$ cat src/rtl/multicycle_control_fsm_pkg.sv
// Shared definitions for the multi-cycle MIPS control path: opcode/funct
// constants, the 4-bit alu_op codes that ALU control decodes, state encodings
// and the decoded strobe bundle.
package multicycle_control_fsm_pkg;

  localparam logic [5:0] OP_RTYPE = 6'b000000;
  localparam logic [5:0] OP_LW    = 6'b100011;
  localparam logic [5:0] OP_SW    = 6'b101011;
  localparam logic [5:0] OP_BEQ   = 6'b000100;
  localparam logic [5:0] OP_BNE   = 6'b000101;
  localparam logic [5:0] OP_J     = 6'b000010;
  localparam logic [5:0] OP_JAL   = 6'b000011;
  localparam logic [5:0] OP_ADDI  = 6'b001000;
  localparam logic [5:0] OP_ORI   = 6'b001101;
  localparam logic [5:0] OP_LUI   = 6'b001111;
  localparam logic [5:0] OP_ANDI  = 6'b001100;
  localparam logic [5:0] FN_JR    = 6'b001000;

  localparam logic [3:0] ALU_ADDI = 4'b0000;
  localparam logic [3:0] ALU_ORI  = 4'b0001;
  localparam logic [3:0] ALU_LUI  = 4'b0010;
  localparam logic [3:0] ALU_ANDI = 4'b0011;
  localparam logic [3:0] ALU_LW   = 4'b0100;
  localparam logic [3:0] ALU_SW   = 4'b0101;
  localparam logic [3:0] ALU_BEQ  = 4'b0110;
  localparam logic [3:0] ALU_BNE  = 4'b0111;
  localparam logic [3:0] ALU_J    = 4'b1000;
  localparam logic [3:0] ALU_JAL  = 4'b1001;
  localparam logic [3:0] ALU_R    = 4'b1111;

  localparam logic [3:0] S_FETCH    = 4'd0;
  localparam logic [3:0] S_DECODE   = 4'd1;
  localparam logic [3:0] S_EXEC_R   = 4'd2;
  localparam logic [3:0] S_WB_R     = 4'd3;
  localparam logic [3:0] S_EXEC_I   = 4'd4;
  localparam logic [3:0] S_WB_I     = 4'd5;
  localparam logic [3:0] S_MEM_ADDR = 4'd6;
  localparam logic [3:0] S_MEM_RD   = 4'd7;
  localparam logic [3:0] S_MEM_WR   = 4'd8;
  localparam logic [3:0] S_WB_MEM   = 4'd9;
  localparam logic [3:0] S_BRANCH   = 4'd10;
  localparam logic [3:0] S_JUMP     = 4'd11;
  localparam logic [3:0] S_JAL      = 4'd12;
  localparam logic [3:0] S_JR       = 4'd13;
  localparam logic [3:0] S_ERROR    = 4'd14;

  typedef struct packed {
    logic [3:0] alu_op;
    logic       alu_src_a;
    logic [1:0] alu_src_b;
    logic [1:0] pc_source;
    logic       pc_write;
    logic       ir_write;
    logic       mem_read;
    logic       mem_write;
    logic       i_or_d;
    logic       reg_write;
    logic [1:0] reg_dst;
    logic [1:0] mem_to_reg;
    logic       instr_done;
  } ctrl_t;

  // alu_op code carried by an opcode; unknown opcodes never reach a state
  // that uses it, so the default is harmless.
  function automatic logic [3:0] alu_op_for(input logic [5:0] opcode);
    logic [3:0] code;
    case (opcode)
      OP_RTYPE: code = ALU_R;
      OP_ADDI:  code = ALU_ADDI;
      OP_ORI:   code = ALU_ORI;
      OP_LUI:   code = ALU_LUI;
      OP_ANDI:  code = ALU_ANDI;
      OP_LW:    code = ALU_LW;
      OP_SW:    code = ALU_SW;
      OP_BEQ:   code = ALU_BEQ;
      OP_BNE:   code = ALU_BNE;
      OP_J:     code = ALU_J;
      OP_JAL:   code = ALU_JAL;
      default:  code = ALU_ADDI;
    endcase
    return code;
  endfunction

endpackage

$ cat src/rtl/multicycle_control_fsm_if.sv
// Control bus between the multi-cycle control FSM and the datapath/memory.
interface multicycle_control_fsm_if #(
  parameter int CNT_WIDTH = 32
);
  logic [5:0]           opcode_i;
  logic [5:0]           funct_i;
  logic                 zero_i;
  logic                 mem_ready_i;
  logic [3:0]           alu_op_o;
  logic                 alu_src_a_o;
  logic [1:0]           alu_src_b_o;
  logic [1:0]           pc_source_o;
  logic                 pc_write_o;
  logic                 ir_write_o;
  logic                 mem_read_o;
  logic                 mem_write_o;
  logic                 i_or_d_o;
  logic                 reg_write_o;
  logic [1:0]           reg_dst_o;
  logic [1:0]           mem_to_reg_o;
  logic                 instr_done_o;
  logic                 error_o;
  logic [CNT_WIDTH-1:0] instr_count_o;

  modport master (
    input  opcode_i, funct_i, zero_i, mem_ready_i,
    output alu_op_o, alu_src_a_o, alu_src_b_o, pc_source_o, pc_write_o,
           ir_write_o, mem_read_o, mem_write_o, i_or_d_o, reg_write_o,
           reg_dst_o, mem_to_reg_o, instr_done_o, error_o, instr_count_o
  );

  modport slave (
    output opcode_i, funct_i, zero_i, mem_ready_i,
    input  alu_op_o, alu_src_a_o, alu_src_b_o, pc_source_o, pc_write_o,
           ir_write_o, mem_read_o, mem_write_o, i_or_d_o, reg_write_o,
           reg_dst_o, mem_to_reg_o, instr_done_o, error_o, instr_count_o
  );
endinterface

$ cat src/rtl/multicycle_control_fsm_mem_wait_timer.sv
// Memory wait timer: counts stalled cycles of a pending memory request and
// flags the cycle in which the MEM_WAIT_MAX-th stall happens.
module multicycle_control_fsm_mem_wait_timer #(
  parameter int MEM_WAIT_MAX = 15
) (
  input  logic clk,
  input  logic reset,
  input  logic clear,
  input  logic count_en,
  output logic timeout
);
  localparam int CW = $clog2(MEM_WAIT_MAX + 1);
  localparam logic [CW-1:0] LAST = CW'(MEM_WAIT_MAX - 1);

  logic [CW-1:0] count_q;

  assign timeout = count_en && (count_q == LAST);

  // Stall counter; parks on the terminal value since the FSM leaves on timeout.
  always_ff @(posedge clk or negedge reset) begin
    if (!reset)                   count_q <= '0;
    else if (clear)               count_q <= '0;
    else if (count_en && !timeout) count_q <= count_q + 1'b1;
  end
endmodule

$ cat src/rtl/multicycle_control_fsm.sv
// Main control FSM of the multi-cycle MIPS datapath.
//
//  state    | meaning
//  ---------+----------------------------------------------
//  FETCH    | read instruction at PC, PC+4 on mem_ready
//  DECODE   | branch target into ALUOut, dispatch on opcode
//  EXEC_R   | R-type ALU operation
//  WB_R     | write rd, retire
//  EXEC_I   | immediate ALU operation
//  WB_I     | write rt, retire
//  MEM_ADDR | effective address for LW/SW
//  MEM_RD   | data read, waits for mem_ready
//  MEM_WR   | data write, waits for mem_ready, retire
//  WB_MEM   | write MDR to rt, retire
//  BRANCH   | BEQ/BNE compare, conditional PC load, retire
//  JUMP     | PC <- jump target, retire
//  JAL      | $ra <- PC, PC <- jump target, retire
//  JR       | PC <- rs, retire
//  ERROR    | illegal opcode or memory timeout, terminal
module multicycle_control_fsm
  import multicycle_control_fsm_pkg::*;
#(
  parameter int MEM_WAIT_MAX = 15,
  parameter int CNT_WIDTH    = 32
) (
  input logic                     clk,
  input logic                     reset,
  multicycle_control_fsm_if.master bus
);
  logic [3:0]           state_q, state_d;
  logic [3:0]           op_alu_q;
  logic                 run_q;
  logic [CNT_WIDTH-1:0] count_q;
  logic                 in_wait, timeout;
  ctrl_t                ctrl;

  // run_q holds FETCH quiet for the first edge after reset so no strobe can
  // appear while reset is being released.
  assign in_wait = run_q && (state_q == S_FETCH || state_q == S_MEM_RD ||
                             state_q == S_MEM_WR);

  multicycle_control_fsm_mem_wait_timer #(.MEM_WAIT_MAX(MEM_WAIT_MAX)) u_timer (
    .clk      (clk),
    .reset    (reset),
    .clear    (!in_wait || bus.mem_ready_i),
    .count_en (in_wait && !bus.mem_ready_i),
    .timeout  (timeout)
  );

  // State, run flag and the alu_op code captured at DECODE.
  always_ff @(posedge clk or negedge reset) begin
    if (!reset) begin
      state_q  <= S_FETCH;
      run_q    <= 1'b0;
      op_alu_q <= ALU_ADDI;
    end else begin
      state_q <= state_d;
      run_q   <= 1'b1;
      if (state_q == S_DECODE) op_alu_q <= alu_op_for(bus.opcode_i);
    end
  end

  // Retired-instruction counter, wraps silently.
  always_ff @(posedge clk or negedge reset) begin
    if (!reset)               count_q <= '0;
    else if (ctrl.instr_done) count_q <= count_q + 1'b1;
  end

  // Next-state logic; a mem_ready in the timeout cycle wins over the timeout.
  always_comb begin
    state_d = state_q;
    case (state_q)
      S_FETCH: begin
        if (run_q) begin
          if (bus.mem_ready_i) state_d = S_DECODE;
          else if (timeout)    state_d = S_ERROR;
        end
      end
      S_DECODE: begin
        case (bus.opcode_i)
          OP_RTYPE:                         state_d = (bus.funct_i == FN_JR) ? S_JR : S_EXEC_R;
          OP_LW, OP_SW:                     state_d = S_MEM_ADDR;
          OP_BEQ, OP_BNE:                   state_d = S_BRANCH;
          OP_J:                             state_d = S_JUMP;
          OP_JAL:                           state_d = S_JAL;
          OP_ADDI, OP_ORI, OP_LUI, OP_ANDI: state_d = S_EXEC_I;
          default:                          state_d = S_ERROR;
        endcase
      end
      S_EXEC_R:   state_d = S_WB_R;
      S_EXEC_I:   state_d = S_WB_I;
      S_MEM_ADDR: state_d = (op_alu_q == ALU_LW) ? S_MEM_RD : S_MEM_WR;
      S_MEM_RD: begin
        if (bus.mem_ready_i) state_d = S_WB_MEM;
        else if (timeout)    state_d = S_ERROR;
      end
      S_MEM_WR: begin
        if (bus.mem_ready_i) state_d = S_FETCH;
        else if (timeout)    state_d = S_ERROR;
      end
      S_WB_R, S_WB_I, S_WB_MEM, S_BRANCH, S_JUMP, S_JAL, S_JR: state_d = S_FETCH;
      S_ERROR: state_d = S_ERROR;
      default: state_d = S_ERROR;
    endcase
  end

  // Moore strobe decode; FETCH/MEM handshakes and BRANCH qualify on inputs.
  always_comb begin
    ctrl = '0;
    case (state_q)
      S_FETCH: begin
        if (run_q) begin
          ctrl.mem_read  = 1'b1;
          ctrl.alu_src_b = 2'b01;
          ctrl.alu_op    = ALU_ADDI;
          ctrl.ir_write  = bus.mem_ready_i;
          ctrl.pc_write  = bus.mem_ready_i;
        end
      end
      S_DECODE: ctrl.alu_src_b = 2'b11;
      S_EXEC_R: begin
        ctrl.alu_src_a = 1'b1;
        ctrl.alu_op    = ALU_R;
      end
      S_WB_R: begin
        ctrl.reg_dst    = 2'b01;
        ctrl.reg_write  = 1'b1;
        ctrl.instr_done = 1'b1;
      end
      S_EXEC_I, S_MEM_ADDR: begin
        ctrl.alu_src_a = 1'b1;
        ctrl.alu_src_b = 2'b10;
        ctrl.alu_op    = op_alu_q;
      end
      S_WB_I: begin
        ctrl.reg_write  = 1'b1;
        ctrl.instr_done = 1'b1;
      end
      S_MEM_RD: begin
        ctrl.i_or_d   = 1'b1;
        ctrl.mem_read = 1'b1;
      end
      S_MEM_WR: begin
        ctrl.i_or_d     = 1'b1;
        ctrl.mem_write  = 1'b1;
        ctrl.instr_done = bus.mem_ready_i;
      end
      S_WB_MEM: begin
        ctrl.mem_to_reg = 2'b01;
        ctrl.reg_write  = 1'b1;
        ctrl.instr_done = 1'b1;
      end
      S_BRANCH: begin
        ctrl.alu_src_a  = 1'b1;
        ctrl.alu_op     = op_alu_q;
        ctrl.pc_source  = 2'b01;
        ctrl.pc_write   = (op_alu_q == ALU_BNE) ? !bus.zero_i : bus.zero_i;
        ctrl.instr_done = 1'b1;
      end
      S_JUMP: begin
        ctrl.alu_op     = ALU_J;
        ctrl.pc_source  = 2'b10;
        ctrl.pc_write   = 1'b1;
        ctrl.instr_done = 1'b1;
      end
      S_JAL: begin
        ctrl.alu_op     = ALU_JAL;
        ctrl.reg_dst    = 2'b10;
        ctrl.mem_to_reg = 2'b10;
        ctrl.reg_write  = 1'b1;
        ctrl.pc_source  = 2'b10;
        ctrl.pc_write   = 1'b1;
        ctrl.instr_done = 1'b1;
      end
      S_JR: begin
        ctrl.alu_op     = ALU_R;
        ctrl.pc_source  = 2'b11;
        ctrl.pc_write   = 1'b1;
        ctrl.instr_done = 1'b1;
      end
      default: ctrl = '0;
    endcase
  end

  assign bus.alu_op_o      = ctrl.alu_op;
  assign bus.alu_src_a_o   = ctrl.alu_src_a;
  assign bus.alu_src_b_o   = ctrl.alu_src_b;
  assign bus.pc_source_o   = ctrl.pc_source;
  assign bus.pc_write_o    = ctrl.pc_write;
  assign bus.ir_write_o    = ctrl.ir_write;
  assign bus.mem_read_o    = ctrl.mem_read;
  assign bus.mem_write_o   = ctrl.mem_write;
  assign bus.i_or_d_o      = ctrl.i_or_d;
  assign bus.reg_write_o   = ctrl.reg_write;
  assign bus.reg_dst_o     = ctrl.reg_dst;
  assign bus.mem_to_reg_o  = ctrl.mem_to_reg;
  assign bus.instr_done_o  = ctrl.instr_done;
  assign bus.error_o       = (state_q == S_ERROR);
  assign bus.instr_count_o = count_q;
endmodule

$ cat src/flat_wrapper.sv
// flat-port wrapper written by rule: the top's interface ports become plain ports
module multicycle_control_fsm_flat import multicycle_control_fsm_pkg::*;
#(
  parameter int MEM_WAIT_MAX = 15,
  parameter int CNT_WIDTH    = 32
)
  (clk, reset, bus_opcode_i, bus_funct_i, bus_zero_i, bus_mem_ready_i, bus_alu_op_o, bus_alu_src_a_o, bus_alu_src_b_o, bus_pc_source_o, bus_pc_write_o, bus_ir_write_o, bus_mem_read_o, bus_mem_write_o, bus_i_or_d_o, bus_reg_write_o, bus_reg_dst_o, bus_mem_to_reg_o, bus_instr_done_o, bus_error_o, bus_instr_count_o);
  multicycle_control_fsm_if #(.CNT_WIDTH(CNT_WIDTH)) bus_i ();
  input logic clk;
  input logic reset;
  input wire logic [$bits(bus_i.opcode_i)-1:0] bus_opcode_i;
  input wire logic [$bits(bus_i.funct_i)-1:0] bus_funct_i;
  input wire logic [$bits(bus_i.zero_i)-1:0] bus_zero_i;
  input wire logic [$bits(bus_i.mem_ready_i)-1:0] bus_mem_ready_i;
  output wire logic [$bits(bus_i.alu_op_o)-1:0] bus_alu_op_o;
  output wire logic [$bits(bus_i.alu_src_a_o)-1:0] bus_alu_src_a_o;
  output wire logic [$bits(bus_i.alu_src_b_o)-1:0] bus_alu_src_b_o;
  output wire logic [$bits(bus_i.pc_source_o)-1:0] bus_pc_source_o;
  output wire logic [$bits(bus_i.pc_write_o)-1:0] bus_pc_write_o;
  output wire logic [$bits(bus_i.ir_write_o)-1:0] bus_ir_write_o;
  output wire logic [$bits(bus_i.mem_read_o)-1:0] bus_mem_read_o;
  output wire logic [$bits(bus_i.mem_write_o)-1:0] bus_mem_write_o;
  output wire logic [$bits(bus_i.i_or_d_o)-1:0] bus_i_or_d_o;
  output wire logic [$bits(bus_i.reg_write_o)-1:0] bus_reg_write_o;
  output wire logic [$bits(bus_i.reg_dst_o)-1:0] bus_reg_dst_o;
  output wire logic [$bits(bus_i.mem_to_reg_o)-1:0] bus_mem_to_reg_o;
  output wire logic [$bits(bus_i.instr_done_o)-1:0] bus_instr_done_o;
  output wire logic [$bits(bus_i.error_o)-1:0] bus_error_o;
  output wire logic [$bits(bus_i.instr_count_o)-1:0] bus_instr_count_o;
  assign bus_i.opcode_i = bus_opcode_i;
  assign bus_i.funct_i = bus_funct_i;
  assign bus_i.zero_i = bus_zero_i;
  assign bus_i.mem_ready_i = bus_mem_ready_i;
  assign bus_alu_op_o = bus_i.alu_op_o;
  assign bus_alu_src_a_o = bus_i.alu_src_a_o;
  assign bus_alu_src_b_o = bus_i.alu_src_b_o;
  assign bus_pc_source_o = bus_i.pc_source_o;
  assign bus_pc_write_o = bus_i.pc_write_o;
  assign bus_ir_write_o = bus_i.ir_write_o;
  assign bus_mem_read_o = bus_i.mem_read_o;
  assign bus_mem_write_o = bus_i.mem_write_o;
  assign bus_i_or_d_o = bus_i.i_or_d_o;
  assign bus_reg_write_o = bus_i.reg_write_o;
  assign bus_reg_dst_o = bus_i.reg_dst_o;
  assign bus_mem_to_reg_o = bus_i.mem_to_reg_o;
  assign bus_instr_done_o = bus_i.instr_done_o;
  assign bus_error_o = bus_i.error_o;
  assign bus_instr_count_o = bus_i.instr_count_o;
  multicycle_control_fsm #(.MEM_WAIT_MAX(MEM_WAIT_MAX), .CNT_WIDTH(CNT_WIDTH)) u_core (.clk(clk), .reset(reset), .bus(bus_i));
endmodule
$ cat config.mk
export PLATFORM = sky130hd
export DESIGN_NAME = multicycle_control_fsm_flat
export DESIGN_NICKNAME = d
export VERILOG_FILES = /design/src/rtl/multicycle_control_fsm_pkg.sv /design/src/rtl/multicycle_control_fsm_if.sv /design/src/rtl/multicycle_control_fsm_mem_wait_timer.sv /design/src/rtl/multicycle_control_fsm.sv /design/src/flat_wrapper.sv
export SDC_FILE = /design/constraint.sdc
export NUM_CORES = 1
export LEC_CHECK = 0
export ABC_AREA = 1
export BUFFER_PORTS_ARGS = -buffer_cell sky130_fd_sc_hd__buf_2
export CORE_UTILIZATION = 59
export CTS_BUF_LIST = sky130_fd_sc_hd__clkbuf_8
export DETAILED_ROUTE_END_ITERATION = 12
export PLACE_DENSITY = 0.91
export SETUP_SLACK_MARGIN = 0.3
export SYNTH_ARGS = -nofsm -noshare
export SYNTH_HDL_FRONTEND = slang
export SYNTH_HIERARCHICAL = 1
export SYNTH_SLANG_ARGS = --single-unit
export TNS_END_PERCENT = 10
$ cat constraint.sdc
create_clock -name clk -period 4.6 [get_ports clk]
set_input_delay 0.92 -clock clk [delete_from_list [all_inputs] [get_ports clk]]
set_output_delay 0.92 -clock clk [all_outputs]
set_load 0.02 [all_outputs]
==> results of run 1 <==
worst paths after layout:
path | start | to | slack [ns] | depth (start not counted)
worst min-delay path | u_core/bus.instr_count_o[31] | u_core/bus.instr_count_o[31] | 0.54 | 2
max in group asynchronous | reset | u_core/u_timer/count_q[0] | 3.18 | 1
min in group asynchronous | reset | u_core/bus.instr_count_o[1] | 0.79 | 1
worst max-delay path | u_core/state_q[0] | bus_alu_src_b_o[1] | 1.51 | 7
worst min register to register | u_core/bus.instr_count_o[31] | u_core/bus.instr_count_o[31] | 0.54 | 2
worst max register to register | u_core/bus.instr_count_o[0] | u_core/bus.instr_count_o[30] | 2.45 | 10
layout by cell type (no fill, tap or decap), types with 2 or more instances in the layout:
cell type	synthesis	final
nand3b_1	8	8
clkinv_2	1	3
a21oi_1	7	7
ha_1	3	3
nand2_2	12	12
nand4_1	8	8
nor3_1	13	13
o21ai_1	2	2
a31oi_1	2	2
a21oi_2	2	2
nand2_1	191	191
dfrtp_1	45	45
inv_2	5	5
xor2_1	16	16
nand3_1	27	27
nor2_2	3	3
nor2_1	85	85
o21ai_2	12	12
buf_2	2	68
inv_1	61	62
o21ai_0	15	15
clkbuf_8	0	5
state kept, by name, indices dropped and copies added, names as in the netlist:
signal and cells:
u_core/u_timer/count_q 4, u_core/run_q 1, u_core/bus.instr_count_o 32, u_core/state_q 4, u_core/op_alu_q 4
report_power, final:
group          switching, mW  total, mW  internal (mW)
Combinational          0.544      0.739          0.195
Clock                  0.134      0.238          0.103
Sequential            0.0607      0.505          0.445
cell families after synthesis:
kind of cell               after synthesis  synth area share, %
and+or+nand+nor                        352                 43.5
buffers and inverters                   76                 9.75
DFF                                     45                 33.0
AOI/OAI and AO/OA                       44                 8.43
xor gates and xnor gates                16                 4.10
adders and majority gates                3                 1.10
other                                    1                0.110
per-layer routing:
metal	GRT usage, %	vias to the layer above
li1	-	1804
met1	34.6	1635
met2	54.1	148
met3	4.53	23
met4	11.9	0
met5	0	-
critical path, stage by stage, from the launching register on:
cell,delay (ns)
dfrtp_1,0.47
inv_1,0.08
nor2_1,0.20
inv_1,0.10
nor2_1,0.51
inv_1,0.20
o21ai_0,0.13
buf_2,0.19
cells in the mapped netlist (2+ instances only):
cell      count
a21oi_1       7
a21oi_2       2
a31oi_1       2
buf_2         2
buf_6         5
dfrtp_1      45
ha_1          3
inv_1        61
inv_2         5
nand2_1     191
nand2_2      12
nand3_1      27
nand3b_1      8
nand4_1       8
nor2_1       85
nor2_2        3
nor3_1       13
o21ai_0      15
o21ai_1       2
o21ai_2      12
xor2_1       16
metrics by stage:
| step | cells | hold WS (ns) | total power, mW |
|---|---|---|---|
| final | 677 | 0.537 | 1.48 |
| after global routing | 677 | 0.535 | 1.58 |
| after CTS | 677 | 0.523 | 1.49 |
| after detailed placement | 669 | 0.501 | 1.24 |
| after global placement | 669 | 0.499 | 1.23 |
| after floorplan | 537 | 0.468 | 1.11 |
cell type report:
cell class,count,share of cell area (%)
repair buffers,68,8.83
flip-flops and latches,45,29.2
well taps,72,2.34
inverters,68,6.72
clock inverters,3,0.357
clock buffers,5,1.79
multi-input cells,416,50.7
==> results.sh, run 1 <==
export IMPL_wl_met2_mm=4.30
export IMPL_gr_usage_all_layers_pct=29.7
export IMPL_row_count=27
export IMPL_overflow=0
export IMPL_synth_warnings=6
export IMPL_yosysSeqAreaShare_pct=33.0
export IMPL_status="finished clean"
export IMPL_leakage_nw=2.09
export IMPL_path_class="flop to primary output"
export IMPL_setup_viol=0
export IMPL_yosysTopAreaCell="dfrtp_1"
export IMPL_nets=623
export IMPL_dpl_worst_slack_ns=1.78
export IMPL_clock_latency_ns=0.30
export IMPL_maxCapViolCount=0
export IMPL_postSynthAreaPerCell_um2=6.36
export IMPL_ys_types=34
export IMPL_synth_seq_cells=45
export IMPL_fin_crit_ns=3.09
export IMPL_top_layer="met4"
export IMPL_synthFlopType="dfrtp_1"
export IMPL_synth_top_area_share_pct=33.0
export IMPL_ios=69
export IMPL_max_freq_mhz=324
export IMPL_h_tree_depth=2
export IMPL_cts_buffers=5
export IMPL_antenna_found_initial=0
export IMPL_num_antenna_cells=0
export IMPL_place_gp_congestion=0.946
export IMPL_post_cts_resized=0
export IMPL_regArea_mm2=0.00113
export IMPL_grt_setup_unrepaired="false"
export IMPL_fillers=506
export IMPL_worst_slew_pin_slew_ns=1.02
export IMPL_route_vias_total=3610
export IMPL_hold_violations=0
export IMPL_fp_dieArea_mm2=0.00610
export IMPL_fin_skew_ns=0.00951
export IMPL_die_h_um=78.1
export IMPL_finish_instance_area_mm2=0.00385
export IMPL_period_share_pct=67.1
export IMPL_cp_start_kind="flop"
export IMPL_min_path_type="flop to flop"
export IMPL_fin_util_pct=69.6
export IMPL_drc=0
export IMPL_setup_tns_ns=0
export IMPL_hpwl_mm=6.63
export IMPL_route_met3_wl_um=489
export IMPL_critPathMaxFanout=11
export IMPL_worstPathRequired_ns=3.68
export IMPL_port_buffer_count=68
export IMPL_syn2layout_area_growth_pct=12.9
export IMPL_power_density_mw_per_mm2=385
export IMPL_cts_tree="built"
export IMPL_ctsRootBufferMaster="clkbuf_8"
export IMPL_vias_per_cell=5.33
export IMPL_postCtsSetupBuffers=0
export IMPL_synthCells=537
export IMPL_clkTransAtPathRegs_ns=0.08
export IMPL_floorplan_initialDensity_pct=61.6
export IMPL_grt_pass1_vias=3462
export IMPL_grt_pass1_wl_mm=14.6
export IMPL_critPathCaptureType="primary output"
export IMPL_ant_nets=0
export IMPL_cts_sinks=45
export IMPL_yosys_top_cells_area="dfrtp_1 33%, nand2_1 21%, nor2_1 9.3%"
export IMPL_firstDrtPassIters=7
export IMPL_grt_max_degree=48
export IMPL_routed_wl_mm=8.63
export IMPL_synth_edf_count=0
export IMPL_cts_hold_buf=0
export IMPL_async_flop_share_pct=100
export IMPL_drive_gt1_share_pct=19.0
export IMPL_drtIter0Drc=274
export IMPL_slew_violations=0
export IMPL_syn_nets=556
export IMPL_fin_ws_ns=1.51
export IMPL_slew_headroom_pct=32.1
export IMPL_cp_arrival_ns=2.17
export IMPL_synth_area_mm2=0.00341
export IMPL_cts_path_max_buffers=2
export IMPL_dpl_cell_area_mm2=0.00377
export IMPL_wl_per_cell_um=12.7
export IMPL_vdd_ir_drop_max_v=0.000642
export IMPL_wl_met1_mm=3.60
export IMPL_multiInputGateArea_mm2=0.00196
export IMPL_coreArea_mm2=0.00554
export IMPL_fp_dieW_um=78.1
No activity file was read; power rests on OpenSTA's default activity.
==> run 2, diff against run 1 <==
--- a/config.mk
+++ b/config.mk
@@ -7,10 +7,10 @@
 export LEC_CHECK = 0
 export ABC_AREA = 1
 export BUFFER_PORTS_ARGS = -buffer_cell sky130_fd_sc_hd__buf_2
-export CORE_UTILIZATION = 59
+export CORE_UTILIZATION = 57
 export CTS_BUF_LIST = sky130_fd_sc_hd__clkbuf_8
 export DETAILED_ROUTE_END_ITERATION = 12
-export PLACE_DENSITY = 0.91
+export PLACE_DENSITY = 0.88
 export SETUP_SLACK_MARGIN = 0.3
 export SYNTH_ARGS = -nofsm -noshare
 export SYNTH_HDL_FRONTEND = slang
==> constraint.sdc (replaced) <==
create_clock -name clk -period 3 [get_ports clk]
set_input_delay 0.6 -clock clk [delete_from_list [all_inputs] [get_ports clk]]
set_output_delay 0.6 -clock clk [all_outputs]
set_load 0.02 [all_outputs]
==> run 2 against run 1 <==
Largest power group unchanged. Clock skew decreased by 0.0029 ns. Global-route usage grew 0.31 points. Worst hold slack lost 0.065 ns. Non-clock buffer count up 2. Clock power up 97%. Critical path depth unchanged. Wire length grew 0.76%. Setup slack got worse by 1.0 ns. Core utilization fell by 0.38 points. Via count is the same. Combinational power up 60%. Die area rose by 3.4%.
==> results.sh, run 2 (synthesis results as in run 1) <==
export IMPL_ios=69
export IMPL_firstDrtPassIters=5
export IMPL_grt_pass1_wl_mm=14.9
export IMPL_multiInputGateArea_mm2=0.00196
export IMPL_row_count=27
export IMPL_wl_per_cell_um=12.8
export IMPL_path_class="flop to primary output"
export IMPL_coreArea_mm2=0.00564
export IMPL_drc=0
export IMPL_floorplan_initialDensity_pct=60.5
export IMPL_cts_hold_buf=0
export IMPL_drive_gt1_share_pct=19.3
export IMPL_largest_reg_flops=32
export IMPL_rrSetupSlack_ns=0.84
export IMPL_top_layer="met4"
export IMPL_setup_tns_ns=0
export IMPL_gr_usage_all_layers_pct=30.0
export IMPL_regArea_mm2=0.00113
export IMPL_cts_buffers=5
export IMPL_nets=625
export IMPL_path_delay_family="simple AND/OR/NAND/NOR gates"
export IMPL_routed_wl_mm=8.70
export IMPL_route_vias_total=3610
export IMPL_power_density_mw_per_mm2=619
export IMPL_port_buffer_count=68
export IMPL_place_gp_congestion=0.991
export IMPL_fp_dieArea_mm2=0.00630
export IMPL_ctsRootBufferMaster="clkbuf_8"
export IMPL_holdWs_ns=0.472
export IMPL_crit_top_cell="a21oi_2"
export IMPL_wl_met2_mm=4.21
export IMPL_slew_violations=0
export IMPL_grt_max_degree=46
export IMPL_p_int_mw=1.27
export IMPL_cts_tree="built"
export IMPL_hpwl_mm=6.69
export IMPL_final_cell_mix="191 x nand2_1, 85 x nor2_1, 68 x buf_2"
export IMPL_drtIter0Drc=202
export IMPL_hold_violations=0
export IMPL_max_freq_mhz=402
export IMPL_p_switching_mw=1.15
export IMPL_dpl_worst_slack_ns=0.843
export IMPL_setup_viol=0
export IMPL_cp_arrival_ns=1.89
export IMPL_p_comb_share_pct=48.6
export IMPL_critPathMaxFanout=31
export IMPL_cp_start_kind="flop"
export IMPL_fin_ws_ns=0.513
export IMPL_vias_per_cell=5.32
export IMPL_grt_setup_unrepaired="false"
export IMPL_fin_crit_ns=2.49
export IMPL_vdd_ir_drop_max_v=0.000545
export IMPL_grt_pass1_vias=3418
export IMPL_rr_startpoint="u_core/state_q[2]"
export IMPL_slowest_delay_ns=0.45
export IMPL_status="finished clean"
export IMPL_worstPathRequired_ns=2.40
export IMPL_fillers=499
export IMPL_layout_commonest_cell="nand2_1"
export IMPL_critical_path_cell_chain="nand2_2 > nor2_1 > a21oi_2 > nand2_1 > a21oi_2 > nand2_4 > buf_2"
export IMPL_ant_nets=0
export IMPL_clockPowerShare_pct=19.4
export IMPL_rr_endpoint="u_core/state_q[2]"
export IMPL_worst_slew_pin_slew_ns=1.01
export IMPL_swShare_pct=47.6
export IMPL_clkTransAtPathRegs_ns=0.09
export IMPL_slew_headroom_pct=32.6
export IMPL_post_cts_resized=0
export IMPL_wl_met1_mm=3.72
export IMPL_dp_cells=671
export IMPL_critPathCaptureType="primary output"
export IMPL_route_met3_wl_um=517
export IMPL_leakage_nw=2.12
export IMPL_die_h_um=79.4
export IMPL_cts_path_max_buffers=2
export IMPL_antenna_found_initial=0
export IMPL_h_tree_depth=2
export IMPL_ff2ff_path_depth=12
export IMPL_postCtsSetupBuffers=0
export IMPL_crit_slowest_cell="dfrtp_1"
export IMPL_clock_latency_ns=0.29
export IMPL_maxCapViolCount=0
export IMPL_seq_power_share_pct=31.9
export IMPL_fp_dieW_um=79.4
export IMPL_min_path_type="input pin to asynchronous set/reset pin"
export IMPL_fin_util_pct=69.2
export IMPL_num_antenna_cells=0
export IMPL_period_share_pct=82.9
export IMPL_cts_sinks=45
export IMPL_overflow=0
export IMPL_final_cells=679
export IMPL_fin_skew_ns=0.00660
export IMPL_syn2layout_area_growth_pct=14.3
export IMPL_critPathBufInv=1
run 2: layer usage:
layer	vias up	global-route usage, %
met4	0	11.8
met5	-	0
met2	157	54.6
met1	1617	35.3
li1	1812	-
met3	24	4.11
run 2: through the flow:
step	power, mW	instance area (um2)
detailed placement	1.95	3790
floorplan	1.70	3410
CTS	2.42	3900
global route	2.59	3900
global placement	1.92	3790
finish	2.42	3900
run 2: worst reg2reg max path: stages (launching register included):
cell and delay, ns:
dfrtp_1 0.44, inv_2 0.09, nor2_2 0.19, nand2_1 0.18, o21ai_1 0.15, inv_1 0.06
nor2_1 0.20, inv_1 0.07, nor2_1 0.22, nor2_1 0.07, nor2_1 0.16, nor2_1 0.06
a21oi_1 0.18
run 2: power groups by stage:
stage | Clock (mW) | Sequential, mW | Combinational, mW
global placement | 0 | 0.778 | 1.15
CTS | 0.482 | 0.769 | 1.17
finish | 0.470 | 0.771 | 1.18
global route | 0.511 | 0.789 | 1.29
detailed placement | 0 | 0.780 | 1.17
floorplan | 0 | 0.799 | 0.905
run 2: how the worst max path moves through the flow:
stage	from	to	slack [ns]	depth (start not counted)
CTS	u_core/state_q[2]	bus_instr_done_o	0.50	7
finish	u_core/state_q[3]	bus_instr_done_o	0.51	7
detailed placement	u_core/state_q[2]	bus_instr_done_o	0.84	7
global route	u_core/state_q[1]	bus_instr_done_o	0.33	6
floorplan	u_core/state_q[2]	bus_instr_done_o	0.93	8
global placement	u_core/state_q[0]	bus_alu_src_b_o[1]	0.86	8
run 2: cell type report:
type | count | area share (%)
repair buffers | 70 | 9.11
flip-flops and latches | 45 | 28.9
clock buffers | 6 | 2.12
clock inverters | 2 | 0.866
well taps | 72 | 2.31
multi-input cells | 416 | 50.1
inverters | 68 | 6.64
